### src/rtl/vga_pkg.sv
// vga_pkg: pattern mode encodings, colour-bar table and default 640x480 timing.
package vga_pkg;
  typedef enum logic [1:0] {MODE_SOLID, MODE_BARS, MODE_CHECK, MODE_BAR} mode_e;
  localparam int DEF_H_ACTIVE = 640;
  localparam int DEF_H_FP     = 16;
  localparam int DEF_H_SYNC   = 96;
  localparam int DEF_H_BP     = 48;
  localparam int DEF_V_ACTIVE = 480;
  localparam int DEF_V_FP     = 10;
  localparam int DEF_V_SYNC   = 2;
  localparam int DEF_V_BP     = 33;
  // {R,G,B} on/off flags: white, yellow, cyan, green, magenta, red, blue, black
  localparam logic [2:0] BAR_RGB [8] = '{3'b111, 3'b110, 3'b011, 3'b010,
                                         3'b101, 3'b100, 3'b001, 3'b000};
endpackage

### src/rtl/vga_timing.sv
// vga_timing: pixel/line counters with visible and sync decode plus frame markers.
module vga_timing #(
  parameter int H_ACTIVE = 640,
  parameter int H_FP     = 16,
  parameter int H_SYNC   = 96,
  parameter int H_BP     = 48,
  parameter int V_ACTIVE = 480,
  parameter int V_FP     = 10,
  parameter int V_SYNC   = 2,
  parameter int V_BP     = 33,
  parameter int CNT_W    = 10
) (
  input  logic             i_clock,
  input  logic             i_reset,
  input  logic             i_pix_en,
  output logic [CNT_W-1:0] o_hc,
  output logic [CNT_W-1:0] o_vc,
  output logic             o_visible,
  output logic             o_hsync_act,
  output logic             o_vsync_act,
  output logic             o_origin,
  output logic             o_frame_wrap
);
  localparam int H_TOTAL = H_ACTIVE + H_FP + H_SYNC + H_BP;
  localparam int V_TOTAL = V_ACTIVE + V_FP + V_SYNC + V_BP;
  logic [CNT_W-1:0] r_hc, r_vc;
  logic w_h_end, w_v_end;
  assign w_h_end = r_hc == CNT_W'(H_TOTAL - 1);
  assign w_v_end = r_vc == CNT_W'(V_TOTAL - 1);
  always_ff @(posedge i_clock) begin
    if (i_reset) begin
      r_hc <= '0;
      r_vc <= '0;
    end else if (i_pix_en) begin
      r_hc <= w_h_end ? '0 : r_hc + 1'b1;
      if (w_h_end) r_vc <= w_v_end ? '0 : r_vc + 1'b1;
    end
  end
  assign o_hc         = r_hc;
  assign o_vc         = r_vc;
  assign o_visible    = r_hc < CNT_W'(H_ACTIVE) && r_vc < CNT_W'(V_ACTIVE);
  assign o_hsync_act  = r_hc >= CNT_W'(H_ACTIVE + H_FP) && r_hc < CNT_W'(H_ACTIVE + H_FP + H_SYNC);
  assign o_vsync_act  = r_vc >= CNT_W'(V_ACTIVE + V_FP) && r_vc < CNT_W'(V_ACTIVE + V_FP + V_SYNC);
  assign o_origin     = r_hc == '0 && r_vc == '0;
  assign o_frame_wrap = w_h_end && w_v_end;
endmodule

### src/rtl/vga_pattern_gen.sv
// vga_pattern_gen: VGA timing plus solid/bars/checker/moving-bar test patterns, registered outputs.
// Define VGA_PATTERN_BORDER_EN to force a white one-pixel border around the visible area.
module vga_pattern_gen
  import vga_pkg::*;
#(
  parameter int H_ACTIVE = DEF_H_ACTIVE,
  parameter int H_FP     = DEF_H_FP,
  parameter int H_SYNC   = DEF_H_SYNC,
  parameter int H_BP     = DEF_H_BP,
  parameter int V_ACTIVE = DEF_V_ACTIVE,
  parameter int V_FP     = DEF_V_FP,
  parameter int V_SYNC   = DEF_V_SYNC,
  parameter int V_BP     = DEF_V_BP,
  parameter bit SYNC_POL = 1'b0,
  parameter int COLOR_W  = 3,
  parameter int CNT_W    = 10
) (
  input  logic                 i_clock,
  input  logic                 i_reset,
  input  logic                 i_pix_en,
  input  logic [1:0]           i_mode,
  input  logic [3*COLOR_W-1:0] i_solid_color,
  output logic                 o_hsync,
  output logic                 o_vsync,
  output logic                 o_video_enable,
  output logic [CNT_W-1:0]     o_pixel_x,
  output logic [CNT_W-1:0]     o_pixel_y,
  output logic [3*COLOR_W-1:0] o_rgb,
  output logic                 o_frame_start
);
  localparam int RGB_W = 3 * COLOR_W;
  localparam logic [RGB_W-1:0] WHITE = '1;
  logic [CNT_W-1:0] w_hc, w_vc;
  logic w_visible, w_hsync_act, w_vsync_act, w_origin, w_frame_wrap;
  vga_timing #(
    .H_ACTIVE(H_ACTIVE), .H_FP(H_FP), .H_SYNC(H_SYNC), .H_BP(H_BP),
    .V_ACTIVE(V_ACTIVE), .V_FP(V_FP), .V_SYNC(V_SYNC), .V_BP(V_BP), .CNT_W(CNT_W)
  ) u_timing (
    .i_clock(i_clock), .i_reset(i_reset), .i_pix_en(i_pix_en),
    .o_hc(w_hc), .o_vc(w_vc), .o_visible(w_visible),
    .o_hsync_act(w_hsync_act), .o_vsync_act(w_vsync_act),
    .o_origin(w_origin), .o_frame_wrap(w_frame_wrap)
  );
  mode_e r_mode, w_mode;
  logic [CNT_W-1:0] r_bar_pos, w_bar_next;
  logic [CNT_W:0] w_hc_x, w_bar_lo, w_bar_sum;
  logic w_in_bar, w_border;
  logic [2:0] w_bar_idx, w_flags;
  logic [RGB_W-1:0] w_bar_rgb, w_pattern, w_rgb;
  logic r_hsync, r_vsync, r_video_enable, r_frame_start;
  logic [CNT_W-1:0] r_pixel_x, r_pixel_y;
  logic [RGB_W-1:0] r_rgb;
  // The frame being started uses the incoming mode, so the whole frame is consistent.
  assign w_mode = w_origin ? mode_e'(i_mode) : r_mode;
  always_comb begin
    w_bar_idx = '0;
    for (int k = 1; k < 8; k++)
      if (w_hc >= CNT_W'(k * H_ACTIVE / 8)) w_bar_idx = 3'(k);
  end
  assign w_flags   = BAR_RGB[w_bar_idx];
  assign w_bar_rgb = {{COLOR_W{w_flags[2]}}, {COLOR_W{w_flags[1]}}, {COLOR_W{w_flags[0]}}};
  assign w_hc_x    = (CNT_W+1)'(w_hc);
  assign w_bar_lo  = (CNT_W+1)'(r_bar_pos);
  assign w_in_bar  = w_hc_x >= w_bar_lo && w_hc_x < w_bar_lo + (CNT_W+1)'(16);
  assign w_bar_sum = w_bar_lo + (CNT_W+1)'(4);
  assign w_bar_next = CNT_W'(w_bar_sum >= (CNT_W+1)'(H_ACTIVE) ? w_bar_sum - (CNT_W+1)'(H_ACTIVE) : w_bar_sum);
  always_comb
    w_pattern = w_mode == MODE_SOLID ? i_solid_color :
                w_mode == MODE_BARS  ? w_bar_rgb :
                w_mode == MODE_CHECK ? ((w_hc[5] ^ w_vc[5]) ? WHITE : '0) :
                (w_in_bar ? WHITE : '0);
`ifdef VGA_PATTERN_BORDER_EN
  assign w_border = w_hc == '0 || w_hc == CNT_W'(H_ACTIVE - 1) ||
                    w_vc == '0 || w_vc == CNT_W'(V_ACTIVE - 1);
`else
  assign w_border = 1'b0;
`endif
  assign w_rgb = !w_visible ? '0 : w_border ? WHITE : w_pattern;
  always_ff @(posedge i_clock) begin
    if (i_reset) begin
      r_mode         <= MODE_SOLID;
      r_bar_pos      <= '0;
      r_hsync        <= ~SYNC_POL;
      r_vsync        <= ~SYNC_POL;
      r_video_enable <= 1'b0;
      r_pixel_x      <= '0;
      r_pixel_y      <= '0;
      r_rgb          <= '0;
      r_frame_start  <= 1'b0;
    end else begin
      r_frame_start <= i_pix_en && w_origin;
      if (i_pix_en) begin
        r_hsync        <= w_hsync_act ? SYNC_POL : ~SYNC_POL;
        r_vsync        <= w_vsync_act ? SYNC_POL : ~SYNC_POL;
        r_video_enable <= w_visible;
        r_pixel_x      <= w_hc;
        r_pixel_y      <= w_vc;
        r_rgb          <= w_rgb;
        if (w_origin) r_mode <= mode_e'(i_mode);
        if (w_frame_wrap) r_bar_pos <= w_bar_next;
      end
    end
  end
  assign o_hsync        = r_hsync;
  assign o_vsync        = r_vsync;
  assign o_video_enable = r_video_enable;
  assign o_pixel_x      = r_pixel_x;
  assign o_pixel_y      = r_pixel_y;
  assign o_rgb          = r_rgb;
  assign o_frame_start  = r_frame_start;
endmodule

### config.mk
export PLATFORM = sky130hd
export DESIGN_NAME = vga_pattern_gen
export DESIGN_NICKNAME = d
export VERILOG_FILES = /design/src/rtl/vga_pkg.sv /design/src/rtl/vga_timing.sv /design/src/rtl/vga_pattern_gen.sv
export SDC_FILE = /design/constraint.sdc
export NUM_CORES = 1
export LEC_CHECK = 0
export CORE_UTILIZATION = 50
export DETAILED_ROUTE_END_ITERATION = 8
export GPL_ROUTABILITY_DRIVEN = 1
export HOLD_SLACK_MARGIN = 0.03
export PLACE_DENSITY = 0.79
export RECOVER_POWER = 100
export SETUP_SLACK_MARGIN = 0.2
export SLEW_MARGIN = 20
export SYNTH_ARGS = -nofsm -noshare
export SYNTH_HDL_FRONTEND = slang
export SYNTH_SLANG_ARGS = --single-unit
### constraint.sdc
create_clock -name i_clock -period 2.07 [get_ports i_clock]
set_input_delay 0.414 -clock i_clock [delete_from_list [all_inputs] [get_ports i_clock]]
set_output_delay 0.414 -clock i_clock [all_outputs]
set_load 0.02 [all_outputs]
== Yosys cells after proc, flatten, opt, wreduce, memory -nomap -nowiden ==
Memories as Yosys holds them, arrays and structs flattened.
Index checks and enable logic that the tools add are counted.
Word-level totals
  logic and storage cells: 73
  ROM bits: 24
  input bits: 14
  memories: 1
  bits in registers: 65
Memories
  (no name shown): words 8, width 3, rd ports 1, clocked after Yosys merged registers in 0, wr ports 0, line vga_pattern_gen.sv:60  | assign w_flags = BAR_RGB[w_bar_idx];
Operators by class
  add/subtract/negate cells: 5
  order comparisons: 17
  mux-type cells: 21
  reductions and logical operators: 12
  equal/unequal tests: 4
  bitwise operators: 2
Operator list (count)
  $mux 9: 6
  $ge 10x9->1 const B: 4
  $mux 10: 3
  $mux 3: 7
  $add 10x1->10 const B: 2
  $eq 10x10->1 const B: 2
  $ge 10x10->1 const B: 2
  $ge 10x8->1 const B: 2
  $logic_not 10->1: 2
  $lt 10x10->1 const B: 2
  $lt 10x9->1 const B: 2
  $add 10x3->11 const B: 1
  $add 10x5->11 const B: 1
  $ge 11x10->1 const B: 1
  $lt 10x11->1: 1
  $ge 10x10->1: 1
  $ge 10x7->1 const B: 1
  $sub 10x10->10 const B: 1
  $logic_and 1x1->1: 7
  $ge 4x4->1 const B: 1
  $mux 2: 2
  $not 3->4: 1
  $reduce_and 2->1: 2
  $mux 1: 3
  4 further kinds: 4

== Depth between registers and ports, before layout ==
Gate-level depths: netlist of run 1.
  depth after elaboration: 15
  depth in mapped cells: 10

== By module ==
Synthesis of run 1 repeated with hierarchy kept, for this count alone.
Second synthesis, totals
  cells, all modules: 431
  area, all modules: 3627.2 sq um
Modules (own cells, without submodules)
  vga_pattern_gen: area an instance 2479.9 sq um, cells an instance 290, sequential area each 860.8 sq um, instances 1
  vga_timing: area an instance 1147.4 sq um, cells an instance 141, sequential area each 400.4 sq um, instances 1

== Least setup slack after synthesis of run 1 ==
Ideal clock, no wire load.
  kind: register to register
  start point: reg r_bar_pos[6]
  end point: reg r_rgb[3] (netlist: o_rgb[3])
  cell stages (with the launch flop): 11
  slack: -0.055 ns
  arrival: 2.033 ns
  data required time: 1.978 ns
  clock period less this slack: 2.125 ns
  path buffers: 1
  cells stage by stage: dfxtp_1 > buf_2 > nand3_1 > xnor2_1 > ha_1 > a21o_1 > nand3_1 > a21oi_1 > a211oi_1 > a21oi_2 > o32ai_1
On the way
  cells in the longest elaborated chain, start to end: 8
RTL lines
  from (decl): line vga_pattern_gen.sv:45  | logic [CNT_W-1:0] r_bar_pos, w_bar_next;
  from (signal assigned): line vga_pattern_gen.sv:100  | if (w_frame_wrap) r_bar_pos <= w_bar_next;
  $add 10x5->11: line vga_pattern_gen.sv:64  | assign w_in_bar = w_hc_x >= w_bar_lo && w_hc_x < w_bar_lo + (CNT_W+1)'(16);
  $lt 10x11->1: line vga_pattern_gen.sv:64
  $logic_and 1x1->1 *: line vga_pattern_gen.sv:64
  $mux 9 *: line vga_pattern_gen.sv:71  | (w_in_bar ? WHITE : '0);
  $mux 9 *: line vga_pattern_gen.sv:70  | w_mode == MODE_CHECK ? ((w_hc[5] ^ w_vc[5]) ? WHITE : '0) :
  $mux 9 *: line vga_pattern_gen.sv:69  | w_mode == MODE_BARS ? w_bar_rgb :
  $mux 9 *: line vga_pattern_gen.sv:68  | w_pattern = w_mode == MODE_SOLID ? i_solid_color :
  $mux 9 *: line vga_pattern_gen.sv:78  | assign w_rgb = !w_visible ? '0 : w_border ? WHITE : w_pattern;
  to (signal assigned): line vga_pattern_gen.sv:98  | r_rgb <= w_rgb;
  to (decl): line vga_pattern_gen.sv:52  | logic [RGB_W-1:0] r_rgb;
Every way passes the cells marked *; elsewhere a longest branch is shown, timed or not.
A chain may end at the register's enable or synchronous reset.

== Worst setup path after layout of run 1 ==
  start point: reg r_bar_pos[4]
  end point: reg r_rgb[0] (netlist: o_rgb[0])
The elaborated chain is that of the path after synthesis.

==> qor.csv, run 1 <==
stage,metric,value,unit
floorplanning,core,6790,um^2
floorplanning,dieArea,7370,um^2
routing,drt_iter0_drc,142,
final_layout,nFillCells,546,
final_layout,layout.nets,520,
routing,drc,0,
routing,num_vias,3193,
floorplanning,ios,47,
yosys,synthesis.instances,411,
yosys,synth_area,3520,um^2
yosys,yosys_warnings,0,
timing,skew,0.0112,ns
power,p_sw,0.000708,W
power,p_leak,1.92,nW
clocking,clock_path_buffers,2,
place,place_congestion,0.920,
run,max_cap_violations,0,
clocking,cts-root-buf,clkbuf_8,
yosys,synthArstFlopShare,0,%
yosys,synth.distinct_cells,59,
worst_setup_path,critPathKind,reg2reg,
routing,wirelength,8920,um
final_layout,seqCellArea,1290,um^2
worst_setup_path,crit_arrival,2.35,ns
timing,worstMarginPinSlew,0.378,ns
power,peakVddDrop,0.000806,V
worst_hold_path,hold_path_class,reg2reg,
floorplanning,rows,30,
floorplanning,start_util,51.7,%
floorplanning,die_y,85.9,um
final_layout,drive_gt1_share,19.6,%
worst_setup_path,required,2.29,ns
floorplanning,die_x,85.9,um
yosys,ys.flop_type,dfxtp_1,
clocking,insertion_delay,0.35,ns
worst_setup_path,crit_chain,"ha_4, nand3_4, xnor2_2, ha_1, nand4_1, a211oi_2, a211oi_2, buf_4, a21oi_4, o31ai_1",
yosys,yosys_register_bits,63,
global_route,antenna_found_initial,0,
timing,grt_setup_unrepaired,true,
power,seq_power_share,44.8,%
global_route,grt_max_degree,45,
global_route,grt_first_pass_wirelength,14700,um
routing,post_drt_via_cell_ratio,5.46,
worst_setup_path,crit_slowest_cell,dfxtp_4,
worst_setup_path,crit_fanout,6,
final_layout,stdcell_area,4690,um^2
yosys,synth_edf_count,0,
yosys,syn-num-nets,447,
yosys,synth_seq_area_share,35.9,%
worst_setup_path,cp_num_buf_inv,1,
place,dp_slack,-0.0690,ns
final_layout,areaGrowthSynthToFinish,33.5,%
timing,min_period_over_period,103,%
timing,setup_violations,10,
final_layout,diodes,0,
timing,fin_ws,-0.0609,ns
worst_setup_path,critical-path-top-delay-family,compound AO/OA/AOI/OAI gates,
power,power.share.clock,43.9,%
power,power_density,598,nW/um^2
timing,slew_headroom,74.6,%
timing,min_period,2.13,ns
global_route,grt_pass1_vias,3206,
clocking,path_clk_slew,0.08,ns
power,swShare,25.2,%
yosys,avgSynthCellArea,8.55,um^2
final_layout,final_common_cell,nor2_1,
routing,firstDrtPassIters,4,
routing,ant_nets,0,
timing,timing.fmax,469,MHz
clocking,numCtsBuffers,9,
worst_setup_path,cp_common_cell,a211oi_2,
routing,detail_route.wl_per_cell,15.2,um
final_layout,finish.utilization,69.1,%
final_layout,multiInputGateArea,2250,um^2
status,violations,setup timing,
worst_setup_path,startpoint_type,flop,
clocking,cts_hold_buf,0,
power,p_int,0.00210,W
clocking,cts_tree,done,
worst_setup_path,critPathCaptureType,flop,
final_layout,final_cell_mix,"nor2_1, dfxtp_1, dlygate4sd3_1, buf_4, mux2i_1",
global_route,grt_overflow_total,0,
timing,hold_viol,0,
timing,drv_slew,0,
clocking,cts_sinks,63,
global_route,grt_usage,25.4,%
clocking,htreeDepth,3,
worst_setup_path,max_stage_delay,0.41,ns
place,placed_area,4290,um^2
power,combinationalPowerShare,11.3,%
status,outcome,"finished, violations left",
place,io_buffer_count,46,
place,dp.final_hpwl,6140,um
-- per-stage QoR --
| step | total power [W] | std cells | setup TNS (ns) | hold slack (ns) |
|---|---|---|---|---|
| 2_1_floorplan | 0.00147 | 411 | 0 | 0.487 |
| 3_3_place_gp | 0.00159 | 561 | 0 | 0.437 |
| 3_5_place_dp | 0.00159 | 561 | -0.177 | 0.450 |
| 4_1_cts | 0.00282 | 579 | -0.110 | 0.466 |
| 5_1_grt | 0.00292 | 585 | -1.51 | 0.478 |
| 6_report | 0.00281 | 585 | -0.433 | 0.458 |
-- synthesized netlist by cell type, types with 8 or more instances --
cell | number | area [um^2]
xnor2_1 | 18 | 158
xor2_1 | 10 | 87.6
dfxtp_1 | 63 | 1260
nor3_1 | 9 | 45.0
buf_2 | 10 | 50.1
mux2i_1 | 25 | 250
ha_1 | 22 | 275
nor2_1 | 75 | 282
nand2b_1 | 11 | 68.8
nand2_1 | 25 | 93.8
nand3_1 | 13 | 65.1
nand4_1 | 8 | 50.1
inv_1 | 15 | 56.3
a21oi_1 | 10 | 50.1
-- kinds of logic (layout without fill, tap and decap cells) --
kind of cell | Yosys count | in the layout | synth area share (%)
AND/OR/NAND/NOR | 174 | 174 | 24.7
multiplexers | 29 | 29 | 8.58
AO/OA/AOI/OAI | 57 | 57 | 11.4
adder cells (fa/ha/maj) | 22 | 22 | 7.83
buffers and inverters | 38 | 116 | 4.63
flip-flops | 63 | 63 | 35.9
XOR/XNOR | 28 | 28 | 6.97
-- final timing paths --
check	startpoint	to	slack, ns	cells after the start
max	r_bar_pos[4]$_SDFFE_PP0P_	o_rgb[0]$_SDFFE_PP0P_	-0.06	10
max reg2reg	r_bar_pos[4]$_SDFFE_PP0P_	o_rgb[0]$_SDFFE_PP0P_	-0.06	10
min reg2reg	o_rgb[0]$_SDFFE_PP0P_	o_rgb[0]$_SDFFE_PP0P_	0.46	2
min	o_rgb[0]$_SDFFE_PP0P_	o_rgb[0]$_SDFFE_PP0P_	0.46	2
-- per-layer routing --
metal  routed length [um]  vias to the layer above  part of all wire [%]  GRT usage [%]
li1                     -                     1566                     -              -
met1                 4050                     1548                    45           31.0
met2                 4460                       63                    50           43.9
met3                  243                       16                   2.7           6.06
met4                  165                        0                   1.9           8.18
met5                    0                        -                     0              0
-- power by group through the flow --
stage                     Clock [W]  Sequential (W)  Combinational, W
final                       0.00123         0.00126          0.000318
after CTS                   0.00125         0.00126          0.000312
after floorplan                   0         0.00132          0.000153
after global routing        0.00132         0.00126          0.000341
after global placement            0         0.00129          0.000298
after detailed placement          0         0.00129          0.000303
-- layout make-up --
cell class | instances | area share (%)
clock buffers | 10 | 2.93
repair buffers | 82 | 15.5
multi-input cells | 310 | 48.0
flip-flops and latches | 63 | 27.6
well taps | 96 | 2.56
clock inverters | 6 | 2.00
inverters | 18 | 1.44
-- flip-flops by register name (all words and copies together), names as in the netlist --
name and count:
o_frame_start 1, o_hsync 1, o_pixel_x 10, o_pixel_y 10, o_rgb 9, o_video_enable 1, o_vsync 1, r_bar_pos 8
r_mode 2, u_timing.o_hc 10, u_timing.o_vc 10
-- timing repair --
item,in CTS,in global routing
setup buffers,2,6
endpoints found under the setup margin,15,25
gates resized for setup,18,23
pin swaps,18,13
-- worst register-to-register path: stages, from the launching register on --
cell and delay, ns:
dfxtp_4 0.41, ha_4 0.19, nand3_4 0.09, xnor2_2 0.15, ha_1 0.31, nand4_1 0.11, a211oi_2 0.20, a211oi_2 0.07
buf_4 0.17, a21oi_4 0.21, o31ai_1 0.11
No activity file was read; power rests on OpenSTA's default activity.
==> run 2, diff against run 1 <==
SETUP_SLACK_MARGIN = not set   (was 0.2)
SYNTH_HIERARCHICAL = 1   (was not set)
==> qor.csv, run 2 <==
stage,metric,value,unit
timing,min_period_over_period,116,%
yosys,synth_area_leaders,"dfxtp_1, ha_1, mux2i_1, nor2_1, xnor2_1",
yosys,syn-num-nets,467,
routing,drt_iter0_drc,197,
timing,min_period,2.39,ns
floorplanning,ios,47,
worst_setup_path,critPathKind,reg2reg,
timing,grt_setup_unrepaired,true,
routing,detail_route.wl_per_cell,16.2,um
yosys,yosys.cell_count.top_type,dfxtp_1,
timing,fin_ws,-0.322,ns
status,outcome,"finished, violations left",
global_route,grt_pass1_vias,3686,
power,seq_power_share,46.7,%
yosys,avgSynthCellArea,8.42,um^2
floorplanning,dieArea,7600,um^2
yosys,synthesis.instances,431,
routing,firstDrtPassIters,4,
timing,setup_violations,15,
yosys,yosys_register_bits,63,
worst_setup_path,crit_fanout,5,
place,io_buffer_count,46,
routing,num_vias,3670,
global_route,antenna_found_initial,0,
clocking,clock_path_buffers,2,
final_layout,diodes,0,
clocking,insertion_delay,0.35,ns
final_layout,finish.utilization,75.7,%
floorplanning,start_util,52.5,%
yosys,synthArstFlopShare,0,%
yosys,synth.distinct_cells,65,
clocking,cts_hold_buf,0,
yosys,synth_top_area_share,34.8,%
final_layout,drive_gt1_share,29.2,%
floorplanning,die_x,87.2,um
final_layout,nFillCells,486,
final_layout,final_common_cell,buf_4,
clocking,cts-root-buf,clkbuf_8,
power,power_density,514,nW/um^2
yosys,synth_area,3630,um^2
timing,slew_headroom,32.4,%
worst_setup_path,reg2reg_depth,12,
power,power.share.clock,39.8,%
final_layout,layout.nets,586,
routing,wirelength,10600,um
yosys,ys.flop_type,dfxtp_1,
yosys,synth_seq_area_share,34.8,%
routing,post_drt_via_cell_ratio,5.64,
power,peakVddDrop,0.000380,V
power,p_sw,0.000721,W
routing,drc,0,
global_route,grt_first_pass_wirelength,16500,um
power,combinationalPowerShare,13.4,%
timing,hold_viol,0,
floorplanning,core,6910,um^2
worst_hold_path,hold_path_class,in2reg,
timing,skew,0.00830,ns
worst_setup_path,required,2.31,ns
worst_hold_path,hold_depth,2,
final_layout,areaGrowthSynthToFinish,44.1,%
clocking,numCtsBuffers,9,
global_route,grt_usage,27.9,%
clocking,cts_tree,done,
final_layout,final_cell_mix,"buf_4, nor2_1, dfxtp_1, dlygate4sd3_1, nand2_1",
power,swShare,26.9,%
power,p_int,0.00196,W
yosys,synth_edf_count,0,
floorplanning,die_y,87.2,um
run,max_cap_violations,0,
timing,worstMarginPinSlew,1.01,ns
place,place_congestion,0.881,
timing,drv_slew,0,
worst_setup_path,startpoint_type,flop,
timing,timing.fmax,418,MHz
clocking,path_clk_slew,0.08,ns
power,p_leak,2.23,nW
global_route,grt_max_degree,41,
yosys,synth_top_area_cell,dfxtp_1,
status,violations,setup timing,
yosys,synthTopCellsByCount,"dfxtp_1, nor2_1, nand2_1",
clocking,htreeDepth,3,
global_route,grt_overflow_total,0,
yosys,yosys_warnings,6,
floorplanning,rows,30,
worst_setup_path,critPathCaptureType,flop,
place,dp.final_hpwl,6980,um
clocking,cts_sinks,63,
worst_setup_path,crit_arrival,2.63,ns
routing,ant_nets,0,
timing,holdWs,0.399,ns
==> run 2: cell count changes in the layout (fill, tap and decap cells not counted), sizes merged, moves of 4 or more <==
cell,delta
buf,+52
nor2,-19
a21oi,+8
inv,+8
nor4,+6
nor3,+5
o21ai,+5
or3,+5
nand3,+4
nor3b,-4
o32ai,-4
==> run 2: power groups by stage <==
stage | Clock [W] | Combinational, W | Sequential (W)
floorplan | 0 | 0.000162 | 0.00131
global placement | 0 | 0.000327 | 0.00128
detailed placement | 0 | 0.000335 | 0.00128
CTS | 0.00109 | 0.000345 | 0.00126
global route | 0.00113 | 0.000387 | 0.00126
finish | 0.00107 | 0.000361 | 0.00125
==> run 2: kinds of logic (layout without fill, tap and decap cells) <==
| logic type | count (synthesis) | in the layout | share of synthesized area, % |
|---|---|---|---|
| compound gates | 73 | 73 | 14.3 |
| xor+xnor | 25 | 25 | 6.04 |
| fa+ha+maj | 23 | 23 | 7.86 |
| buf+inv | 47 | 171 | 5.31 |
| flops | 63 | 63 | 34.8 |
| mux | 25 | 25 | 6.93 |
| simple gates | 175 | 175 | 24.8 |
==> run 2: cell type report <==
cell class / instances / area, um^2 / area share (%)
multi-input combinational: 321 / 2440 / 46.7
clock inverter: 7 / 71.3 / 1.36
clock buffer: 9 / 124 / 2.37
inverter: 24 / 90.1 / 1.72
tap: 96 / 120 / 2.30
sequential: 63 / 1290 / 24.7
timing repair buffer: 131 / 1090 / 20.9
==> run 2: timing repair <==
item | in CTS | in global routing
pin swaps | 10 | 16
gates resized for setup | 16 | 29
setup endpoints to repair | 11 | 13
buffers inserted | 7 | 4
==> run 2: worst max-delay path: stages (launching register included) <==
cell      delay (ns)
dfxtp_1         0.33
inv_2           0.05
ha_2            0.15
nor2b_4         0.16
nand2_2         0.06
nor3_1          0.24
buf_4           0.18
nand3b_1        0.09
o21ai_2         0.07
a221o_1         0.28
a211oi_4        0.08
a311o_1         0.36
a32o_1          0.24
==> run 2: routing by layer <==
layer | up-vias | share of wire, % | track usage [%]
li1 | 1771 | - | -
met1 | 1736 | 42 | 32.5
met2 | 132 | 50 | 48.9
met3 | 31 | 5.4 | 6.64
met4 | 0 | 2.4 | 12.1
met5 | - | 0 | 0
==> run 2: final timing paths <==
| kind | start | end | slack [ns] |
|---|---|---|---|
| min reg2reg | o_rgb[2]$_SDFFE_PP0P_ | o_rgb[2]$_SDFFE_PP0P_ | 0.45 |
| min | i_reset | r_bar_pos[6]$_SDFFE_PP0P_ | 0.40 |
| max | u_timing/o_vc[0]$_SDFFE_PP0P_ | o_rgb[4]$_SDFFE_PP0P_ | -0.32 |
| max reg2reg | u_timing/o_vc[0]$_SDFFE_PP0P_ | o_rgb[4]$_SDFFE_PP0P_ | -0.32 |
==> run 2: through the flow <==
stage	power, W	area, um^2	std cells	setup WS (ns)	TNS (ns)
global route	0.00278	5230	651	-0.433	-5.33
global placement	0.00161	4800	624	-0.230	-1.71
finish	0.00268	5230	651	-0.322	-2.89
CTS	0.00269	5130	647	-0.251	-2.22
detailed placement	0.00162	4800	624	-0.325	-2.63
floorplan	0.00147	3790	431	-0.222	-1.65
